File: src/rtl/mem_io_pkg.sv
`default_nettype none
// ============================================================================
//  Module   : mem_io_pkg
//  Purpose  : Shared definitions for the memory/I-O responder: FSM state
//             encoding, I/O window offsets, default I/O base address and a
//             helper for the read-latency wait counter.
//  Ports    : (package, none)
//  Revision : 1.0 - initial release
// ============================================================================
package mem_io_pkg;

  typedef enum logic [2:0] {
    IDLE       = 3'd0,
    RD_ISSUE   = 3'd1,
    RD_WAIT    = 3'd2,
    RD_CAPTURE = 3'd3,
    WR_ISSUE   = 3'd4,
    IO_ACC     = 3'd5,
    RESP       = 3'd6
  } state_t;

  // Word offsets inside the I/O window (address - IO_BASE)
  localparam int unsigned IO_SW   = 0;
  localparam int unsigned IO_LED  = 1;
  localparam int unsigned IO_HEX  = 2;
  localparam int unsigned IO_PERF = 3;

  localparam logic [15:0] IO_BASE_DEFAULT = 16'hFF00;

  // Preload for the RD_WAIT down-counter: RD_WAIT spans lat-1 cycles and
  // exits when the counter reads zero, so it starts at lat-2.
  function automatic logic [1:0] wait_init(input int unsigned lat);
    return (lat >= 2) ? 2'(lat - 2) : 2'd0;
  endfunction

endpackage
`default_nettype wire

File: src/rtl/io_regs.sv
`default_nettype none
// ============================================================================
//  Module   : io_regs
//  Purpose  : Memory-mapped I/O register file for the responder: two-flop
//             switch synchronizer, LED and hex-display registers, optional
//             access counter, and the combinational read mux.
//  Macro    : MEM_IO_PERF_EN - adds the 16-bit access counter at offset 3
//  Ports    : clk, reset (sync, active-low)
//             sw_in    - raw slide switches (asynchronous)
//             wr_en    - one-cycle write strobe from the responder FSM
//             offset   - word offset into the I/O window
//             wdata    - write data
//             cnt_inc  - (MEM_IO_PERF_EN only) count one completed access
//             rdata    - read data for offset (0 when unmapped)
//             hit      - offset is a mapped register
//             led_out  - LED register
//             hex_out  - hex-display register
//  Revision : 1.0 - initial release
// ============================================================================
module io_regs
  import mem_io_pkg::*;
#(
  parameter int unsigned DATA_W = 16,
  parameter int unsigned ADDR_W = 16
) (
  input  logic              clk,
  input  logic              reset,
  input  logic [9:0]        sw_in,
  input  logic              wr_en,
  input  logic [ADDR_W-1:0] offset,
  input  logic [DATA_W-1:0] wdata,
`ifdef MEM_IO_PERF_EN
  input  logic              cnt_inc,
`endif
  output logic [DATA_W-1:0] rdata,
  output logic              hit,
  output logic [9:0]        led_out,
  output logic [15:0]       hex_out
);

  logic [9:0] sw_meta;
  logic [9:0] sw_sync;

  logic sel_sw;
  logic sel_led;
  logic sel_hex;

  assign sel_sw  = (offset == ADDR_W'(IO_SW));
  assign sel_led = (offset == ADDR_W'(IO_LED));
  assign sel_hex = (offset == ADDR_W'(IO_HEX));

  // Switches are mechanical and unrelated to clk; two flops before use.
  always_ff @(posedge clk) begin
    if (!reset) begin
      sw_meta <= '0;
      sw_sync <= '0;
    end else begin
      sw_meta <= sw_in;
      sw_sync <= sw_meta;
    end
  end

  // Switch offset is read-only, so no write path for it.
  always_ff @(posedge clk) begin
    if (!reset) begin
      led_out <= '0;
      hex_out <= '0;
    end else if (wr_en) begin
      if (sel_led) led_out <= wdata[9:0];
      if (sel_hex) hex_out <= wdata[15:0];
    end
  end

`ifdef MEM_IO_PERF_EN
  logic        sel_perf;
  logic [15:0] perf_cnt;

  assign sel_perf = (offset == ADDR_W'(IO_PERF));

  // Clear (IO_ACC) and increment (RESP) fall in different cycles of an
  // access, so a clearing write ends up at 1 once its own RESP is counted.
  always_ff @(posedge clk) begin
    if (!reset) begin
      perf_cnt <= '0;
    end else if (wr_en && sel_perf) begin
      perf_cnt <= '0;
    end else if (cnt_inc) begin
      perf_cnt <= perf_cnt + 16'd1;
    end
  end
`endif

  always_comb begin
    rdata = '0;
    hit   = 1'b0;
    if (sel_sw) begin
      rdata = DATA_W'(sw_sync);
      hit   = 1'b1;
    end else if (sel_led) begin
      rdata = DATA_W'(led_out);
      hit   = 1'b1;
    end else if (sel_hex) begin
      rdata = DATA_W'(hex_out);
      hit   = 1'b1;
    end
`ifdef MEM_IO_PERF_EN
    else if (sel_perf) begin
      rdata = DATA_W'(perf_cnt);
      hit   = 1'b1;
    end
`endif
  end

endmodule
`default_nettype wire

File: src/rtl/mem_io_responder.sv
`default_nettype none
// ============================================================================
//  Module   : mem_io_responder
//  Purpose  : Memory-side responder for the multicycle CPU. Accepts one
//             request at a time (valid/ready), routes it to block RAM or the
//             I/O window, sequences the RAM read latency and returns data
//             with a one-cycle resp_ready pulse.
//  Macro    : MEM_IO_PERF_EN - enables the access counter at I/O offset 3
//  Ports    : clk, reset (sync, active-low)
//             req_valid/req_we/req_addr/req_wdata - request from the CPU
//             resp_ready/resp_rdata/resp_err      - completion to the CPU
//             ram_en/ram_we/ram_addr/ram_wdata/ram_rdata - block-RAM port
//             sw_in, led_out, hex_out             - board I/O
//  Revision : 1.0 - initial release
// ============================================================================
module mem_io_responder
  import mem_io_pkg::*;
#(
  parameter int unsigned       DATA_W  = 16,
  parameter int unsigned       ADDR_W  = 16,
  parameter logic [ADDR_W-1:0] IO_BASE = ADDR_W'(IO_BASE_DEFAULT),
  parameter int unsigned       RAM_LAT = 1
) (
  input  logic              clk,
  input  logic              reset,
  input  logic              req_valid,
  input  logic              req_we,
  input  logic [ADDR_W-1:0] req_addr,
  input  logic [DATA_W-1:0] req_wdata,
  output logic              resp_ready,
  output logic [DATA_W-1:0] resp_rdata,
  output logic              resp_err,
  output logic              ram_en,
  output logic              ram_we,
  output logic [ADDR_W-1:0] ram_addr,
  output logic [DATA_W-1:0] ram_wdata,
  input  logic [DATA_W-1:0] ram_rdata,
  input  logic [9:0]        sw_in,
  output logic [9:0]        led_out,
  output logic [15:0]       hex_out
);

  localparam logic [1:0] WAIT_INIT = wait_init(RAM_LAT);

  state_t            state;
  logic [ADDR_W-1:0] addr_q;
  logic              we_q;
  logic [DATA_W-1:0] wdata_q;
  logic [1:0]        wait_cnt;

  logic [ADDR_W-1:0] io_off;
  logic              io_wr;
  logic [DATA_W-1:0] io_rdata;
  logic              io_hit;

  // The RAM port reflects the latched request for the whole access; only
  // the enables are qualified by state.
  assign ram_addr  = addr_q;
  assign ram_wdata = wdata_q;

  assign io_off = addr_q - IO_BASE;
  assign io_wr  = (state == IO_ACC) && we_q;

  io_regs #(
    .DATA_W (DATA_W),
    .ADDR_W (ADDR_W)
  ) u_io_regs (
    .clk     (clk),
    .reset   (reset),
    .sw_in   (sw_in),
    .wr_en   (io_wr),
    .offset  (io_off),
    .wdata   (wdata_q),
`ifdef MEM_IO_PERF_EN
    .cnt_inc (resp_ready),
`endif
    .rdata   (io_rdata),
    .hit     (io_hit),
    .led_out (led_out),
    .hex_out (hex_out)
  );

  always_ff @(posedge clk) begin
    if (!reset) begin
      state      <= IDLE;
      resp_ready <= 1'b0;
      resp_err   <= 1'b0;
      resp_rdata <= '0;
      ram_en     <= 1'b0;
      ram_we     <= 1'b0;
      addr_q     <= '0;
      we_q       <= 1'b0;
      wdata_q    <= '0;
      wait_cnt   <= '0;
    end else begin
      // Pulse-type outputs default low; states below raise them for one cycle.
      resp_ready <= 1'b0;
      resp_err   <= 1'b0;
      ram_en     <= 1'b0;
      ram_we     <= 1'b0;

      case (state)
        IDLE: begin
          if (req_valid) begin
            addr_q  <= req_addr;
            we_q    <= req_we;
            wdata_q <= req_wdata;
            if (req_addr >= IO_BASE) begin
              state <= IO_ACC;
            end else if (req_we) begin
              state  <= WR_ISSUE;
              ram_en <= 1'b1;
              ram_we <= 1'b1;
            end else begin
              state  <= RD_ISSUE;
              ram_en <= 1'b1;
            end
          end
        end

        RD_ISSUE: begin
          if (RAM_LAT <= 1) begin
            state <= RD_CAPTURE;
          end else begin
            state    <= RD_WAIT;
            wait_cnt <= WAIT_INIT;
          end
        end

        RD_WAIT: begin
          if (wait_cnt == 2'd0) begin
            state <= RD_CAPTURE;
          end else begin
            wait_cnt <= wait_cnt - 2'd1;
          end
        end

        RD_CAPTURE: begin
          resp_rdata <= ram_rdata;
          resp_ready <= 1'b1;
          state      <= RESP;
        end

        WR_ISSUE: begin
          resp_ready <= 1'b1;
          state      <= RESP;
        end

        IO_ACC: begin
          // Writes leave the previous read data in place.
          if (!we_q) resp_rdata <= io_rdata;
          resp_err   <= ~io_hit;
          resp_ready <= 1'b1;
          state      <= RESP;
        end

        // One dead cycle guarantees req_valid is not sampled with resp_ready.
        RESP: state <= IDLE;

        default: state <= IDLE;
      endcase
    end
  end

endmodule
`default_nettype wire

File: config.mk
export PLATFORM = sky130hd
export DESIGN_NAME = mem_io_responder
export DESIGN_NICKNAME = d
export VERILOG_FILES = /design/src/rtl/mem_io_pkg.sv /design/src/rtl/io_regs.sv /design/src/rtl/mem_io_responder.sv
export SDC_FILE = /design/constraint.sdc
export NUM_CORES = 1
export LEC_CHECK = 0
export BUFFER_PORTS_ARGS = -buffer_cell sky130_fd_sc_hd__buf_2
export CAP_MARGIN = 30
export CELL_PAD_IN_SITES_DETAIL_PLACEMENT = 0
export CELL_PAD_IN_SITES_GLOBAL_PLACEMENT = 1
export CORE_MARGIN = 2
export CORE_UTILIZATION = 39
export DETAILED_ROUTE_END_ITERATION = 10
export GPL_TIMING_DRIVEN = 0
export PLACE_DENSITY = 0.94
export SLEW_MARGIN = 20
export SYNTH_ARGS = -nofsm -noshare
export SYNTH_HDL_FRONTEND = slang
export SYNTH_SLANG_ARGS = --single-unit
File: constraint.sdc
create_clock -name clk -period 3.1 [get_ports clk]
set_input_delay 0.31 -clock clk [delete_from_list [all_inputs] [get_ports clk]]
set_output_delay 0.31 -clock clk [all_outputs]
set_load 0.01 [all_outputs]
==> impl_metrics.csv <==
group,metric,value,unit
sta,min_period,2.34,ns
layout,diodes,0,
worst_hold_path,hp-start,"sw_in[1]",
routing,drt.antenna.violating_nets,0,
routing,drc_errors,0,
routing,viasPerCell,4.96,
floorplan,pin_count,140,
synthesis,ys.flop_type,"dfxtp_1",
place,gp_congestion,0.805,
sta,skew,0.0101,ns
synthesis,yosysMostFrequentCell,"nand2_1",
worst_setup_path,path_buf_inv,1,
layout,drive_gt1_share,25.0,%
sta,clock.fmax,427,MHz
synthesis,synthArstFlopShare,0,%
cts,postCtsHoldBufs,0,
cts,worstSkewPairLatency,0.36,ns
sta,timing.slew.headroom,59.7,%
place,dp_slack,0.808,ns
synthesis,synth.avg_cell_area,8.71,um2
routing,wl,12000,um
sta,rsz0062_at_grt,"false",
place,hpwl,9300,um
flow_run,maxCapViolCount,0,
synthesis,ys_ff_latch,104,
floorplan,rows,38,
layout,fill_cells,1073,
synthesis,ys_types,40,
global_route,grt_use_total,21.0,%
synthesis,synth_edf_count,0,
place,portBuffers,138,
worst_setup_path,arrival,2.63,ns
floorplan,die_x,108,um
cts,cts_inserted_buffers,9,
floorplan,dieArea,11800,um2
cts,cts_tree,"done",
floorplan,fp.dieH,108,um
synthesis,yosys-top-cells-area,"dfxtp_1, nand2_1, mux2i_1, a21boi_0, and2_1",
cts,clockBufferDepth,2,
sta,holdWs,0.153,ns
worst_setup_path,r2r_end,"u_io_regs.hex_out[12]",
global_route,grt_pass1_vias,3859,
routing,via_count,3881,
worst_setup_path,path_cells,"or4b_4 > nor4_4 > nand4_4 > buf_6 > mux2i_1",
routing,wire_per_inst,15.3,um
cts,clk_pin_slew,0.10,ns
pwr,p_per_area,559,nW/um2
worst_hold_path,holdPathEnd,"u_io_regs.sw_meta[1]",
worst_hold_path,hold_class,"primary input to register",
synthesis,ys_seq_area_share,48.9,%
worst_setup_path,r2r_slack,0.76,ns
worst_setup_path,path_class,"register to register",
pwr,ir_worst_vdd,289,uV
sta,layout_setup_ws,0.759,ns
sta,period_share,75.5,%
global_route,antenna_found_initial,0,
cts,htreeDepth,3,
routing,drt_iter0_drc,166,
layout,area_delta_synth_final,25.1,%
cts,cts-root-buf,"clkbuf_8",
worst_setup_path,worstSetupEndpointType,"register",
synthesis,yosys_warnings,0,
worst_setup_path,r2r-start,"ram_addr[2]",
sta,hold_viol,0,
synthesis,syn-cell-area,4260,um2
routing,drt-pass1-iter-count,4,
floorplan,core_area,10700,um2
synthesis,synth_largest_area_cell,"dfxtp_1",
synthesis,syn-num-nets,552,
sta,setup_violations,0,
floorplan,initial_core_util,39.6,%
global_route,grt-ovfl-total,0,
sta,tightest_slew,0.600,ns
worst_setup_path,cp_slowest_cell,"nor4_4",
sta,finalMaxSlewViolations,0,
run_status,outcome,"finished clean",
worst_setup_path,crit_path_start_kind,"register",
pwr,power,2.98,mW
cts,cts_resized,0,
global_route,grt_start_max_net_pins,19,
sta,setup_tns,0,ns
cts,cts_sinks,104,
global_route,grt_pass1_wl,19100,um
layout,fin_nets,701,
worst_setup_path,r2r_cells,5,
pwr,leakage,2.49,nW
worst_setup_path,crit_family,"simple AND/OR/NAND/NOR gates",
worst_setup_path,crit_required,3.39,ns
synthesis,synth_common_cells,"nand2_1, dfxtp_1, a21boi_0, clkbuf_1, mux2i_1",
synthesis,synthCells,489,
worst_setup_path,slowest_delay,0.61,ns
synthesis,synth_top_area_share,48.9,%
layout,fin_util,49.6,%
worst_setup_path,critPathMaxFanout,10,
cts,post_cts_buffers,0,
worst_hold_path,hold_depth,2,
[stage by stage]
step	instance area [um2]	cells
2_1_floorplan	4260	489
3_3_place_gp	5120	767
3_5_place_dp	5120	767
4_1_cts	5330	783
5_1_grt	5330	783
6_report	5330	783
[state kept, by name, indices dropped and copies added (netlist names)]
signal,flops
u_io_regs.hex_out,16
resp_ready,1
u_io_regs.sw_sync,10
state,3
ram_addr,16
resp_err,1
ram_wdata,16
we_q,1
resp_rdata,16
ram_we,1
ram_en,1
u_io_regs.led_out,10
u_io_regs.sw_meta,10
wait_cnt,2
[where the power goes]
group / internal (mW) / switching (mW)
sequential: 1.44 / 0.0670
clock: 0.382 / 0.480
combinational: 0.227 / 0.378
[kinds of logic after synthesis]
logic type	after synthesis	share of synthesized area, %
buffers and inverters	47	4.35
xor gates and xnor gates	1	0.206
adders and majority gates	1	0.294
and+or+nand+nor	219	25.6
AOI/OAI and AO/OA	87	13.6
muxes	30	7.05
DFF	104	48.9
[layout make-up]
type | instances | area, um2 | area share [%]
flip-flops and latches | 104 | 2080 | 39.1
repair buffers | 138 | 691 | 13.0
clock buffers | 9 | 124 | 2.33
multi-input cells | 338 | 1990 | 37.4
clock inverters | 7 | 77.6 | 1.46
inverters | 10 | 37.5 | 0.705
plain buffers | 37 | 148 | 2.77
well taps | 140 | 175 | 3.29
[how the worst max path moves through the flow]
| stage | cells past startpoint | slack [ns] | endpoint | startpoint |
|---|---|---|---|---|
| final | 5 | 0.76 | u_io_regs.hex_out[12] | ram_addr[2] |
| after global routing | 7 | 0.61 | ram_addr[1] | state[2] |
| after CTS | 5 | 0.78 | u_io_regs.hex_out[12] | ram_addr[2] |
| after detailed placement | 5 | 0.81 | u_io_regs.hex_out[12] | ram_addr[2] |
| after global placement | 5 | 0.85 | u_io_regs.hex_out[8] | ram_addr[2] |
| after floorplan | 5 | 1.08 | u_io_regs.hex_out[10] | ram_addr[2] |
[cells in the final DEF (no fill, tap or decap), types with 2 or more instances in the layout]
cell type,netlist,layout
a31oi_1,6,6
nor2b_1,9,9
nor2_1,12,12
nor3_1,12,12
nor4b_1,5,5
and2_1,22,22
nand3b_1,2,2
dfxtp_1,104,104
clkbuf_8,0,9
o2bb2ai_1,4,4
o21ai_0,20,20
buf_2,1,139
o22ai_1,7,7
nor3b_1,6,6
o31ai_1,6,6
nand2_1,124,124
inv_1,10,10
nand4_1,10,10
a21oi_1,7,7
inv_6,0,3
clkbuf_1,34,34
a21boi_0,34,34
and3_1,6,6
mux2i_1,30,30
[per-layer routing]
layer | global-route usage (%) | vias to the layer above | wire (um)
met4 | 8.42 | 0 | 204
met2 | 35.8 | 107 | 5700
met3 | 3.92 | 14 | 740
met1 | 26.0 | 1806 | 5330
met5 | 0 | - | 0
li1 | - | 1954 | -
Power figures use the tool's default switching activity.
